`config.mk`:
```
export PLATFORM = sky130hd
export DESIGN_NAME = alu_reg_sequencer
export DESIGN_NICKNAME = d
export VERILOG_FILES = /design/src/rtl/alu_reg_sequencer.sv
export SDC_FILE = /design/constraint.sdc
export NUM_CORES = 1
export LEC_CHECK = 0
export ABC_CLOCK_PERIOD_IN_PS = 6100
export CAP_MARGIN = 20
export CORE_ASPECT_RATIO = 2
export CORE_MARGIN = 2
export CORE_UTILIZATION = 45
export DETAILED_ROUTE_END_ITERATION = 10
export PLACE_DENSITY = 0.85
export SLEW_MARGIN = 20
export SYNTH_ARGS = -nofsm -noshare
export SYNTH_HDL_FRONTEND = slang
export SYNTH_SLANG_ARGS = --single-unit
export TNS_END_PERCENT = 20
```
`constraint.sdc`:
```
create_clock -name clk -period 6.1 [get_ports clk]
set_input_delay 1.525 -clock clk [delete_from_list [all_inputs] [get_ports clk]]
set_output_delay 1.525 -clock clk [all_outputs]
set_load 0.005 [all_outputs]
```
`src/rtl/alu_reg_sequencer.sv`:
```
// Command sequencer driving a W-bit ALU and register: turns one handshaked command
// into operand drive and single-cycle register pulses, then returns the register value.
module alu_reg_sequencer #(
  parameter int W     = 4,
  parameter int CNT_W = 8
) (
  input  logic             clk,
  input  logic             rst_n,
  input  logic             cmd_valid,
  output logic             cmd_ready,
  input  logic [3:0]       cmd_op,
  input  logic [2:0]       cmd_oc,
  input  logic [W-1:0]     cmd_imm,
  output logic             rsp_valid,
  input  logic             rsp_ready,
  output logic [W-1:0]     rsp_data,
  output logic             rsp_err,
  output logic [2:0]       alu_oc,
  output logic [W-1:0]     alu_a,
  output logic [W-1:0]     alu_b,
  input  logic [W-1:0]     alu_f,
  output logic             reg_cl,
  output logic             reg_ld,
  output logic             reg_inc,
  output logic             reg_dec,
  output logic             reg_sr,
  output logic             reg_sl,
  output logic             reg_ir,
  output logic             reg_il,
  output logic [W-1:0]     reg_in,
  input  logic [W-1:0]     reg_out,
  output logic [CNT_W-1:0] cmd_count
);

  localparam logic [3:0] OP_LOAD = 4'd1;
  localparam logic [3:0] OP_ALU  = 4'd2;
  localparam logic [3:0] OP_INC  = 4'd3;
  localparam logic [3:0] OP_DEC  = 4'd4;
  localparam logic [3:0] OP_SHR  = 4'd5;
  localparam logic [3:0] OP_SHL  = 4'd6;
  localparam logic [3:0] OP_CLR  = 4'd7;

  typedef enum logic [1:0] {IDLE, EXEC, WB, RESP} state_t;

  state_t           state_q, state_d;
  logic [3:0]       op_q, op_d;
  logic [2:0]       oc_q, oc_d;
  logic [W-1:0]     imm_q, imm_d;
  logic [W-1:0]     result_q, result_d;
  logic [CNT_W-1:0] count_q, count_d;

  always_ff @(posedge clk or negedge rst_n) begin
    if (!rst_n) begin
      state_q  <= IDLE;
      op_q     <= '0;
      oc_q     <= '0;
      imm_q    <= '0;
      result_q <= '0;
      count_q  <= '0;
    end else begin
      state_q  <= state_d;
      op_q     <= op_d;
      oc_q     <= oc_d;
      imm_q    <= imm_d;
      result_q <= result_d;
      count_q  <= count_d;
    end
  end

  always_comb begin
    state_d   = state_q;
    op_d      = op_q;
    oc_d      = oc_q;
    imm_d     = imm_q;
    result_d  = result_q;
    count_d   = count_q;
    cmd_ready = 1'b0;
    rsp_valid = 1'b0;
    rsp_data  = '0;
    rsp_err   = 1'b0;
    alu_oc    = '0;
    alu_a     = '0;
    alu_b     = '0;
    reg_cl    = 1'b0;
    reg_ld    = 1'b0;
    reg_inc   = 1'b0;
    reg_dec   = 1'b0;
    reg_sr    = 1'b0;
    reg_sl    = 1'b0;
    reg_ir    = 1'b0;
    reg_il    = 1'b0;
    reg_in    = '0;

    case (state_q)
      IDLE: begin
        cmd_ready = 1'b1;
        if (cmd_valid) begin
          op_d    = cmd_op;
          oc_d    = cmd_oc;
          imm_d   = cmd_imm;
          state_d = EXEC;
        end
      end
      EXEC: begin
        state_d = RESP;
        case (op_q)
          OP_LOAD: begin
            reg_ld = 1'b1;
            reg_in = imm_q;
          end
          OP_ALU: begin
            alu_oc   = oc_q;
            alu_a    = reg_out;
            alu_b    = imm_q;
            result_d = alu_f;
            state_d  = WB;
          end
          OP_INC: reg_inc = 1'b1;
          OP_DEC: reg_dec = 1'b1;
          OP_SHR: begin
            reg_sr = 1'b1;
            reg_ir = imm_q[0];
          end
          OP_SHL: begin
            reg_sl = 1'b1;
            reg_il = imm_q[0];
          end
          OP_CLR: reg_cl = 1'b1;
          default: ;
        endcase
      end
      WB: begin
        reg_in  = result_q;
        reg_ld  = 1'b1;
        state_d = RESP;
      end
      RESP: begin
        // Controls stay idle here, so reg_out and hence rsp_data hold during a stall.
        rsp_valid = 1'b1;
        rsp_data  = reg_out;
        rsp_err   = op_q[3];
        if (rsp_ready) begin
          count_d = count_q + CNT_W'(1);
          state_d = IDLE;
        end
      end
      default: state_d = IDLE;
    endcase
  end

  assign cmd_count = count_q;

endmodule

```
==> flow_summary.ini <==
[sta]
slew-limit-headroom_pct = 58.8
post-route-period-util_pct = 68.2
fmax_mhz = 240
fin_tns_setup_ns = 0
worst_slack_ns = 1.94
hold_viol = 0
worst_pin_slew_ns = 0.617
finalMaxSlewViolations = 0
clock_skew_ns = 0.00935
min_period_ns = 4.16
finalSetupViolCount = 0
rsz0062_at_grt = no

[worst_hold_path]
min_to = cmd_count[7]$_DFFE_PN0P_
hold_start = cmd_count[7]$_DFFE_PN0P_
hp-class = reg -> reg
holdPathStages = 1

[detailed_routing]
num_vias = 1134
drtAntennaViolNets = 0
drt_iter0_markers = 16
wl_per_cell_um = 15.2
drtPass1Iterations = 3
wl_mm = 3.27
drc = 0
via_per_inst = 5.27

[worst_setup_path]
cp.arrival_ns = 2.64
path_class = in -> out
crit_path_frequent_cell = clkdlybuf4s50_1
cp_max_fo = 2
reg2reg_depth = 5
reg2reg_from = state_q[1]$_DFFE_PN0P_
crit_chain = clkdlybuf4s50_1 -> and2_2 -> clkdlybuf4s50_1
slowest_delay_ns = 0.50
cp-end-kind = primary output
crit_required_ns = 4.58
critPathLaunchType = input port
rrSetupSlack_ns = 4.09
slowest_stage = clkdlybuf4s50_1
r2r-end = result_q[3]$_DFFE_PN0P_

[synth]
avgSynthCellArea_um2 = 11.1
synth_cell_types = 29
syn_nets = 153
synth_top_family_by_area = simple AND/OR/NAND/NOR gates
synth_top_area_share_pct = 45.4
ys_ff_latch = 25
seq_area_frac_synth_pct = 45.4
synth.area.mux_share_pct = 13.9
synthAdderAreaFrac_pct = 5.45
yosys.area_share.simple_pct = 23.2
synthCells = 124
synth_xor_area_share_pct = 4.45
yosysTopAreaCell = dfrtp_1
synth_compound_area_share_pct = 5.00
syn-cell-area_mm2 = 0.00138
synth_area_leaders = dfrtp_1 (45%), mux2_2 (14%), ha_1 (5.4%), and2_2 (4.4%), and2_1 (3.6%)
yosysWarnings = 0

[clock_tree]
cts.repair.resized = 0
clockBufferDepth = 2
clock_sinks = 25
htree_levels = 1
cts_buffers = 3
insertion_delay_ns = 0.27
path_clk_slew_ns = 0.08
root_buffer = clkbuf_8
hold_buffers = 0
cts_tree = yes
cts_setup_buffers = 0

[placement]
dp_worst_setup_slack_ns = 1.93
dpl.hpwl_mm = 2.55
gp_congestion = 0.785
dp_cells = 211
dpl_cell_area_mm2 = 0.00199
port_buffers = 60

[die]
rows = 28
dieArea_mm2 = 0.00355
ios = 61
die_width_um = 43.1
start_util_pct = 46.8
die_h_um = 82.2
core_area_mm2 = 0.00294

[global_route]
track_usage_pct = 19.5
grt_pass1_vias = 1215
grt_max_degree = 26
antenna_found_initial = 0
grt_pass1_wl_mm = 5.24
grt_remaining_overflow = 0

[job]
maxCapViolations = 0

[outcome]
outcome = finished, final reports clean

[final_layout]
drive_gt1_share_pct = 17.8
n_antenna_cell = 0
most-common-layout-cells = clkdlybuf4s50_1 (59), dfrtp_1 (25), mux2_2 (17)
nets = 215
fillCellCount = 235
final_common_cell = clkdlybuf4s50_1
finalInstanceArea_mm2 = 0.00204
area_growth_syn_to_layout_pct = 47.8
final_cells = 215

[power_and_ir_drop]
peakVddDrop_v = 0.000325
pwr_density_cell_mw_per_mm2 = 397
power.leakage_nw = 0.846
flip-flops by register name, indices dropped and copies added, names as in the netlist:
register,cells
op_q,4
cmd_count,8
oc_q,3
result_q,4
imm_q,4
state_q,2
critical path, delay by kind of cell:
family	cells	cell delay, ns
buffers and inverters	2	0.97
and+or+nand+nor	1	0.13
area by class of cell:
type | count | area [um^2] | share of cell area (%)
clock buffer | 3 | 41.3 | 2.03
clock inverter | 1 | 5.00 | 0.246
inverter | 4 | 15.0 | 0.738
multi-input combinational | 92 | 716 | 35.2
sequential | 25 | 626 | 30.7
tap | 30 | 37.5 | 1.84
timing repair buffer | 60 | 596 | 29.3
synth_stat cells, drive strengths merged:
library cell	n
dfrtp	25
mux2	17
and2	16
nor2	11
nor2b	8
ha	6
nand2	5
a32oi	4
inv	4
xnor2	4
buf	3
nand3	3
xor2	3
nand2b	2
nor3	2
a21oi	1
nand3b	1
nand4	1
nand4b	1
nor3b	1
nor4	1
o31a	1
o31ai	1
o41a	1
or2	1
or3b	1
power by group:
| part | internal [W] | total (W) | switching (W) | leakage, nW |
|---|---|---|---|---|
| sequential | 0.000242 | 0.000312 | 0.0000706 | 0.299 |
| combinational | 0.000240 | 0.000399 | 0.000159 | 0.521 |
| clock | 0.0000457 | 0.0000964 | 0.0000507 | 0.0255 |
| total | 0.000527 | 0.000807 | 0.000280 | 0.846 |
through the flow:
stage | utilization (%) | hold WS [ns] | total power, W
floorplan | - | 0.465 | 0.000532
global placement | 67.8 | 0.461 | 0.000695
detailed placement | 67.8 | 0.462 | 0.000716
CTS | 69.3 | 0.491 | 0.000814
global route | 69.2 | 0.524 | 0.000865
finish | 69.2 | 0.485 | 0.000807
worst max-delay path by stage:
stage,start,endpoint,slack [ns],cells past startpoint
CTS,reg_out[2],alu_a[2],1.93,3
global route,state_q[1]$_DFFE_PN0P_,reg_in[2],1.85,6
global placement,reg_out[2],alu_a[2],1.97,3
floorplan,reg_out[0],alu_a[0],2.90,1
detailed placement,reg_out[2],alu_a[2],1.93,3
finish,reg_out[2],alu_a[2],1.94,3
layer usage:
metal  track usage, %  up-vias  part of all wire, %
li1                 -      544                    -
met1             18.7      550                   35
met2             37.0       34                   58
met3             3.70        6                  4.2
met4             11.2        0                  2.1
met5                0        -                    0
logic make-up after synthesis:
kind of cell | Yosys count
muxes | 17
AOI/OAI and AO/OA | 8
and+or+nand+nor | 54
DFF | 25
xor gates and xnor gates | 7
adders and majority gates | 6
buffers and inverters | 7
Note: power is estimated with default switching activity, not from simulation.
